==> config.mk <==
export PLATFORM = sky130hd
export DESIGN_NAME = adc_channel_averager
export DESIGN_NICKNAME = d
export VERILOG_FILES = /design/src/rtl/adc_pkg.sv /design/src/rtl/adc_chan_acc.sv /design/src/rtl/adc_channel_averager.sv
export SDC_FILE = /design/constraint.sdc
export NUM_CORES = 1
export LEC_CHECK = 0
export CAP_MARGIN = 25
export CORE_ASPECT_RATIO = 1.1
export CORE_MARGIN = 8
export CORE_UTILIZATION = 68
export CTS_BUF_LIST = sky130_fd_sc_hd__clkbuf_4 sky130_fd_sc_hd__clkbuf_8
export DETAILED_ROUTE_END_ITERATION = 8
export PLACE_DENSITY = 0.87
export SLEW_MARGIN = 5
export SYNTH_ARGS = -nofsm -noshare
export SYNTH_HDL_FRONTEND = slang
export SYNTH_SLANG_ARGS = --single-unit
==> constraint.sdc <==
create_clock -name clk -period 7.2 [get_ports clk]
set_input_delay 1.08 -clock clk [delete_from_list [all_inputs] [get_ports clk]]
set_output_delay 1.08 -clock clk [all_outputs]
set_load 0.05 [all_outputs]
==> src/rtl/adc_pkg.sv <==
// Shared ADC constants and SPI mode encodings.
// Imported by the averager and the SPI interface.
package adc_pkg;
  localparam int ADC_BITS = 12;
  localparam int NUM_CH   = 8;
  localparam int CH_BITS  = 3;

  typedef enum logic [2:0] {
    IDLE,
    SINGLE,
    CONTINUOUS,
    SINGLE_CONT,
    CONT_ONESHOT
  } adc_mode_e;
endpackage

==> src/rtl/adc_chan_acc.sv <==
// One channel of the decimating averager:
// running sum, sample count, latest average and sticky alarm.
module adc_chan_acc
  import adc_pkg::*;
#(
  parameter int LOG2_AVG = 4,
  parameter int THRESH_W = 12
) (
  input  logic                clk,
  input  logic                rst_n,
  input  logic                hit,
  input  logic [ADC_BITS-1:0] data,
  input  logic                clear,
  input  logic [THRESH_W-1:0] threshold,
  output logic                term,
  output logic [ADC_BITS-1:0] avg,
  output logic [ADC_BITS-1:0] result,
  output logic                alarm
);
  localparam int ACC_W = ADC_BITS + LOG2_AVG;
  localparam int CNT_W = (LOG2_AVG == 0) ? 1 : LOG2_AVG;
  localparam logic [CNT_W-1:0] CNT_MAX =
    CNT_W'((1 << LOG2_AVG) - 1);
  // Half an LSB of the output, zero when no averaging.
  localparam logic [ACC_W-1:0] RND =
    ACC_W'((1 << LOG2_AVG) >> 1);

  logic [ACC_W-1:0] acc;
  logic [CNT_W-1:0] cnt;
  logic [ACC_W-1:0] sum;
  logic [ACC_W-1:0] sum_r;

  assign sum   = acc + ACC_W'(data);
  assign sum_r = sum + RND;
  assign avg   = ADC_BITS'(sum_r >> LOG2_AVG);
  assign term  = hit && (cnt == CNT_MAX);

  always_ff @(posedge clk or negedge rst_n) begin
    if (!rst_n) begin
      acc    <= '0;
      cnt    <= '0;
      result <= '0;
      alarm  <= 1'b0;
    end else if (clear) begin
      acc    <= '0;
      cnt    <= '0;
      result <= '0;
      alarm  <= 1'b0;
    end else if (term) begin
      acc    <= '0;
      cnt    <= '0;
      result <= avg;
      if (avg > threshold)
        alarm <= 1'b1;
    end else if (hit) begin
      acc <= sum;
      cnt <= cnt + CNT_W'(1);
    end
  end
endmodule

==> src/rtl/adc_channel_averager.sv <==
// Per-channel decimating averager behind the ADC SPI interface.
// Emits one rounded average per 2^LOG2_AVG samples of each channel.
module adc_channel_averager
  import adc_pkg::*;
#(
  parameter int LOG2_AVG = 4,
  parameter int THRESH_W = 12
) (
  input  logic                clk,
  input  logic                rst_n,
  input  logic                sample_valid,
  input  logic [ADC_BITS-1:0] sample_data,
  input  logic [CH_BITS-1:0]  sample_chan,
  input  logic                clear,
  input  logic [THRESH_W-1:0] threshold,
  output logic                avg_valid,
  output logic [ADC_BITS-1:0] avg_data,
  output logic [CH_BITS-1:0]  avg_chan,
  input  logic [CH_BITS-1:0]  rd_chan,
  output logic [ADC_BITS-1:0] rd_avg,
  output logic [NUM_CH-1:0]   alarm
);
  logic [NUM_CH-1:0]   hit;
  logic [NUM_CH-1:0]   term;
  logic [ADC_BITS-1:0] avg_ch [NUM_CH];
  logic [ADC_BITS-1:0] res_ch [NUM_CH];
  logic [ADC_BITS-1:0] avg_n;
  logic [CH_BITS-1:0]  chan_n;

  for (genvar g = 0; g < NUM_CH; g++) begin : g_ch
    assign hit[g] = sample_valid &&
                    (sample_chan == CH_BITS'(g));
    adc_chan_acc #(
      .LOG2_AVG (LOG2_AVG),
      .THRESH_W (THRESH_W)
    ) u_acc (
      .clk       (clk),
      .rst_n     (rst_n),
      .hit       (hit[g]),
      .data      (sample_data),
      .clear     (clear),
      .threshold (threshold),
      .term      (term[g]),
      .avg       (avg_ch[g]),
      .result    (res_ch[g]),
      .alarm     (alarm[g])
    );
  end

  // At most one channel terminates per cycle, so OR-ing is a one-hot mux.
  always_comb begin
    avg_n  = '0;
    chan_n = '0;
    for (int i = 0; i < NUM_CH; i++) begin
      if (term[i]) begin
        avg_n  = avg_n | avg_ch[i];
        chan_n = chan_n | CH_BITS'(i);
      end
    end
  end

  always_ff @(posedge clk or negedge rst_n) begin
    if (!rst_n) begin
      avg_valid <= 1'b0;
      avg_data  <= '0;
      avg_chan  <= '0;
    end else if (clear) begin
      avg_valid <= 1'b0;
    end else begin
      avg_valid <= |term;
      if (|term) begin
        avg_data <= avg_n;
        avg_chan <= chan_n;
      end
    end
  end

  assign rd_avg = res_ch[rd_chan];
endmodule
# After elaboration in Yosys (flattened, before gate mapping)
# Cells that the tools add are included.
# totals
regBits	280
latch_bits	0
ramBits	0
romBits	0
output_inout_bits	36
elab_cells	250
mem_count	0
# classes
addsub	24
multipliers	0
div_mod_pow	0
order_cmp	9
n_eq_ne	15
n_shift	0
muxes	107
n_bitwise	9
n_reduce_logical	51
# ops
op	n
two-way mux 16 bit	24
two-way mux 12 bit	26
adder 16 x 12 -> 16 bit	8
adder 16 x 4 -> 16 bit (second input constant)	8
greater-than comparator 12 bit	8
two-way mux 4 bit	24
bitwise OR 12 bit	7
binary-select mux 12 bit (select 3 bit)	1
adder 4 x 1 -> 4 bit (second input constant)	8
== test 4 bit (second input constant)	8
nonzero test 2 bit	16
two-way mux 1 bit	26
nonzero test 3 bit	8
AND reduction 2 bit	9
logical AND 1 bit	16
== test 3 bit (second input constant)	4
two-way mux 3 bit	4
OR reduction 8 bit	1
== test 3 x 2 -> 1 bit (second input constant)	2
>= comparator 4 bit (second input constant)	1
two-way mux 2 bit	2
NOT 3 -> 4 bit	1
== test 3 x 1 -> 1 bit (second input constant)	1
zero test 3 bit	1
NOT 1 bit	1

# Longest topological paths before layout
# depth
ltp_word	18
ltp_mapped	20
depth_no_buf	20

# Hierarchy
# From an unflattened synthesis, not the netlist that was laid out.
# hier_totals
cells_unflattened	2474
area_unflattened_um2	22412.7
# by_module_without_submodules
mod	n_inst	cells_each	area_each_um2	seq_area_each_um2
adc_chan_acc at g_ch[1].u_acc ...	6	280	2486.1	825.8
adc_chan_acc at g_ch[0].u_acc	1	337	2839.0	825.8
adc_chan_acc at g_ch[2].u_acc	1	295	2701.3	825.8
adc_channel_averager	1	162	1955.6	400.4

# Worst setup path after synthesis
# No wires, ideal clock.
# synth_path
path_kind	in2reg
startpoint	input sample_data[0]
endpoint	register g_ch[0].u_acc.alarm
setup_time_ns	0.132
arrival_ns	4.655
path_slack_ns	2.413
path_stages	20
n_path_buf	0
path_cell_list	ha_1 -> inv_1 -> fa_1 -> nand2b_1 -> a21boi_0 -> or3_1 -> and2_1 -> ha_1 -> nor3b_1 -> nand4_1 -> nand4b_1 -> a2111oi_2 -> xnor2_1 -> ha_1 -> nand4_1 -> nor2_1 -> a221oi_1 -> o21ai_0 -> a21oi_1 -> nor2_1
# synth_between
elab_chain_cells	5
# synth_lines
item	line_no	rtl
from (decl)	adc_channel_averager.sv:12	input logic [ADC_BITS-1:0] sample_data,
adder 16 x 12 -> 16 bit	adc_chan_acc.sv:33	assign sum = acc + ACC_W'(data);
adder 16 x 4 -> 16 bit	adc_chan_acc.sv:34	assign sum_r = sum + RND;
greater-than comparator 12 bit	adc_chan_acc.sv:53	if (avg > threshold)
nonzero test 2 bit (no source line)	-	
AND reduction 2 bit (no source line)	-	
to (signal assigned)	adc_chan_acc.sv:43	alarm <= 1'b0;
to (signal assigned)	adc_chan_acc.sv:48	alarm <= 1'b0;
to (signal assigned)	adc_chan_acc.sv:54	alarm <= 1'b1;
to (decl)	adc_chan_acc.sv:18	output logic alarm
# No other way between the ends.
# A chain may end at the register's enable or synchronous reset.

# Final worst setup path
# Ends and elaborated chain as after synthesis.

==> key figures <==
Outcome
  • Status: finished, final reports clean

Pwr
  • Cell area power density: 164 nW/um^2
  • Post-layout total power: 3.99 mW
  • Static Leak: 11.2 nW
  • Worst voltage drop across the vdd grid: 0.140 mV

Critical path
  • Critical Path Source Type: input port
  • Kind of cell adding the most delay to the critical path: simple AND/OR/NAND/NOR gates
  • Critical path's slowest cell: sky130_fd_sc_hd__clkdlybuf4s50_1
  • Type of destination of the critical path: register
  • Highest net fanout along the worst path: 8
  • Maximum cell stage delay along the critical path: 1.07 ns
  • Required @ worst endpoint: 7.69 ns
  • Worst Path Class, Setup: in -> reg
  • Crit path buffers/inverters: 2
  • List of cells traversed by the critical path: clkdlybuf4s50_1 > ha_1 > inv_1 > fa_1 > nand2b_1 > a21boi_0 > or3_1 > and2_1 > ha_1 > nor3b_1 > nand4_1 > nand4b_1 > a2111oi_2 > xnor2_1 > ha_1 > nand4_1 > nor2_1 > a221oi_1 > o21ai_0 > a21oi_1 > nor2_1
  • Most repeated library cell on the critical path: sky130_fd_sc_hd__ha_1
  • Critical path arrival: 6.54 ns

Synthesis
  • Post-synth EDFFs: 0
  • Count of synthesis-stage warnings from yosys: 0
  • Gate count after technology mapping: 2484
  • Cell variety after synth: 116
  • Mapped Area: 22200 sq um
  • Largest cells by area after synthesis: sky130_fd_sc_hd__dfrtp_1 31%, sky130_fd_sc_hd__ha_1 12%, sky130_fd_sc_hd__nand2_1 5.6%
  • Primary flip-flop cell chosen by synthesis mapping: sky130_fd_sc_hd__dfrtp_1
  • Synthesized flop and latch total: 280
  • Post-Syn Area per Cell: 8.96 sq um
  • Sequential share of the synthesized area: 31.5%
  • Syn nets: 2734
  • Async S/R FF share, synth: 100%
  • Post-synthesis cell type with the largest combined area: sky130_fd_sc_hd__dfrtp_1
  • Area share of the largest cell type after synthesis: 31.5%

Detailed routing
  • DRC violations left: 0
  • Via-per-instance ratio: 7.00
  • Routed length per instance: 23.9 um
  • Total via count after detailed routing: 21000
  • DR iter-0 viols: 2274
  • Number of nets with antenna violations after detailed routing: 0
  • Final wirelength: 71.6 mm
  • First drt pass iteration count: 7

Clock network
  • Hold_buf cts: 0
  • CTS tree: built
  • Level count of the clock H-tree: 2
  • Max Buffers Root-to-Sink: 3
  • Number of setup buffers added after CTS: 0
  • Root Buffer: sky130_fd_sc_hd__clkbuf_8
  • Number of sinks on the clock net: 280
  • Clock slew seen by the registers of the worst setup and hold paths: 0.06 ns
  • Clock Latency Late Sink: 0.63 ns
  • Clock buffer count from CTS: 50
  • Resized Gates After CTS: 0

Timing
  • Max Clock Freq: 0.165 GHz
  • Relative slew slack: 25.9%
  • Worst clock skew on the final layout: 0.0269 ns
  • Setup tns final: 0 ns
  • Slew @ Worst Pin: 1.11 ns
  • Number of pins with negative max-slew slack in the final report: 0
  • Final period utilization: 84.1%
  • Final Hold Viols: 0
  • Final hold slack: 0.490 ns
  • Setup repair after global routing missed its margin: false
  • Setup-failing EPs final: 0
  • Shortest period the worst path allows: 6.05 ns

Layout
  • Area overhead of the layout relative to synthesis: 9.18%
  • Area of combinational cells with multiple inputs: 14400 sq um
  • Final Net Count: 2780
  • Sequential cell area in the final layout: 7010 sq um
  • Final cell area excluding filler cells: 24300 sq um
  • Share of final-layout standard cells stronger than drive strength 1: 9.00%
  • Filler cell count in the final layout: 2303

Hold path
  • Worst min path class: reg -> reg

Global route
  • Global-route wire length before repair: 111 mm
  • Residual overflow from global routing: 0
  • Via count of the first global-routing pass: 20000
  • GRT Overall Usage: 36.1%
  • Antenna violations before repair: 2
  • Largest net degree at the start of global routing: 155

Place
  • DP Wirelength: 51.4 mm
  • Quantity of I/O buffers inserted on ports: 69
  • Post-placement cell area: 23200 sq um
  • Weighted congestion at the end of routability-driven global placement: 0.996

Floorplanning
  • Initial standard-cell utilization of the core: 68.9%
  • Die Area: 38800 sq um
  • Core area: 32300 sq um
  • Die boundary width: 188 um
  • Y dimension of the die: 206 um
  • I/O pin cnt: 70
  • Number of placement rows: 69

Job
  • Max-cap viol count: 0
==> cell type report <==
type,count,share of cell area (%)
clock buffers,75,3.86
inverters,62,0.958
well taps,426,2.19
clock inverters,14,0.531
multi-input cells,2029,59.5
flip-flops and latches,280,28.8
repair buffers,107,4.14
diodes,2,0.0206
==> worst paths after layout <==
kind	startpoint	to	slack, ns	depth (start not counted)
max reg2reg	g_ch[0].u_acc.acc[0]	g_ch[0].u_acc.alarm	2.49	20
min in group asynchronous	rst_n	g_ch[7].u_acc.acc[9]	0.59	1
min reg2reg	g_ch[6].u_acc.acc[6]	g_ch[6].u_acc.acc[6]	0.49	2
min	g_ch[6].u_acc.acc[6]	g_ch[6].u_acc.acc[6]	0.49	2
max	sample_data[0]	g_ch[0].u_acc.alarm	1.15	21
max in group asynchronous	rst_n	g_ch[6].u_acc.acc[13]	5.21	2
==> worst register-to-register path, stage by stage, from the launching register on <==
cell                        delay, ns
sky130_fd_sc_hd__dfrtp_1         0.34
sky130_fd_sc_hd__ha_1            0.16
sky130_fd_sc_hd__inv_1           0.06
sky130_fd_sc_hd__fa_1            0.37
sky130_fd_sc_hd__nand2b_1        0.21
sky130_fd_sc_hd__a21boi_0        0.25
sky130_fd_sc_hd__or3_1           0.15
sky130_fd_sc_hd__and2_1          0.15
sky130_fd_sc_hd__ha_1            0.18
sky130_fd_sc_hd__nor3b_1         0.29
sky130_fd_sc_hd__nand4_1         0.18
sky130_fd_sc_hd__nand4b_1        0.30
sky130_fd_sc_hd__a2111oi_2       0.52
sky130_fd_sc_hd__xnor2_1         0.21
sky130_fd_sc_hd__ha_1            0.30
sky130_fd_sc_hd__nand4_1         0.12
sky130_fd_sc_hd__nor2_1          0.08
sky130_fd_sc_hd__a221oi_1        0.33
sky130_fd_sc_hd__o21ai_0         0.16
sky130_fd_sc_hd__a21oi_1         0.17
sky130_fd_sc_hd__nor2_1          0.06
==> synth_stat cells, types with 47 or more instances <==
| library cell | instances |
|---|---|
| sky130_fd_sc_hd__nor2_1 | 148 |
| sky130_fd_sc_hd__nand4_1 | 49 |
| sky130_fd_sc_hd__o21ai_0 | 121 |
| sky130_fd_sc_hd__ha_1 | 208 |
| sky130_fd_sc_hd__xor2_1 | 75 |
| sky130_fd_sc_hd__a21oi_1 | 208 |
| sky130_fd_sc_hd__xnor2_1 | 96 |
| sky130_fd_sc_hd__a21o_1 | 78 |
| sky130_fd_sc_hd__nand3_1 | 47 |
| sky130_fd_sc_hd__inv_1 | 62 |
| sky130_fd_sc_hd__clkbuf_1 | 78 |
| sky130_fd_sc_hd__a22o_1 | 73 |
| sky130_fd_sc_hd__dfrtp_1 | 280 |
| sky130_fd_sc_hd__nand2_1 | 332 |
==> report_power, final <==
group	leakage (nW)	total (mW)	internal, mW	switching (mW)
Clock	0.569	1.63	0.905	0.729
Sequential	3.90	1.60	1.59	0.0109
Combinational	6.77	0.752	0.269	0.483
==> per-layer routing <==
layer	track usage (%)	part of all wire, %
met3	9.03	12
met5	0	0.011
met2	55.5	43
met4	25.9	8.5
met1	44.1	37
==> cells in the final DEF, fill, tap and decap left out, types with 10 or more instances in the layout <==
cell type,synthesis,layout
sky130_fd_sc_hd__o21a_1,18,18
sky130_fd_sc_hd__xor2_1,75,75
sky130_fd_sc_hd__nor3_1,31,31
sky130_fd_sc_hd__o21ai_0,121,121
sky130_fd_sc_hd__and4_1,14,14
sky130_fd_sc_hd__nand2_1,332,332
sky130_fd_sc_hd__a22o_1,73,73
sky130_fd_sc_hd__a21oi_1,208,208
sky130_fd_sc_hd__xnor2_1,96,96
sky130_fd_sc_hd__nand4_1,49,49
sky130_fd_sc_hd__and3_1,42,42
sky130_fd_sc_hd__inv_1,62,62
sky130_fd_sc_hd__a31oi_1,28,28
sky130_fd_sc_hd__nor4_1,10,10
sky130_fd_sc_hd__o211ai_1,23,23
sky130_fd_sc_hd__nand3b_1,11,11
sky130_fd_sc_hd__nand3_1,47,47
sky130_fd_sc_hd__clkdlybuf4s50_1,0,66
sky130_fd_sc_hd__a21o_1,78,78
sky130_fd_sc_hd__nor3b_1,11,10
sky130_fd_sc_hd__or3_1,19,19
sky130_fd_sc_hd__o21ai_1,15,15
sky130_fd_sc_hd__dfrtp_1,280,280
sky130_fd_sc_hd__ha_1,208,208
sky130_fd_sc_hd__o31ai_1,18,18
sky130_fd_sc_hd__a211oi_1,22,22
sky130_fd_sc_hd__nor2b_1,14,14
sky130_fd_sc_hd__nand2b_1,17,17
sky130_fd_sc_hd__mux2i_1,15,15
sky130_fd_sc_hd__mux4_2,24,24
sky130_fd_sc_hd__buf_4,8,33
sky130_fd_sc_hd__and2_1,45,45
sky130_fd_sc_hd__nor2_1,148,148
sky130_fd_sc_hd__clkbuf_8,9,60
sky130_fd_sc_hd__mux2_2,13,13
sky130_fd_sc_hd__clkbuf_4,0,15
==> metrics by stage <==
step                setup WS (ns)  cells  util (%)
finish                       1.15   2995      75.2
global route                0.779   2994      75.2
CTS                          1.30   2991      75.2
detailed placement          0.655   2902      71.9
global placement            0.958   2896      71.7
floorplan                    2.41   2484         -
==> sequential cells by signal, indices dropped and copies added, names as in the netlist <==
| register | cells |
|---|---|
| g_ch.u_acc.alarm | 8 |
| g_ch.u_acc.cnt | 32 |
| g_ch.u_acc.acc | 128 |
| avg_chan | 3 |
| g_ch.u_acc.result | 96 |
| avg_valid | 1 |
| avg_data | 12 |
==> kinds of logic after synthesis <==
| family | synth area share (%) |
|---|---|
| buffers and inverters | 3.62 |
| multiplexers | 3.76 |
| XOR/XNOR | 6.88 |
| AO/OA/AOI/OAI | 22.8 |
| adder cells (fa/ha/maj) | 12.4 |
| AND/OR/NAND/NOR | 19.0 |
| flip-flops | 31.5 |
(Power assumes the default switching activity.)
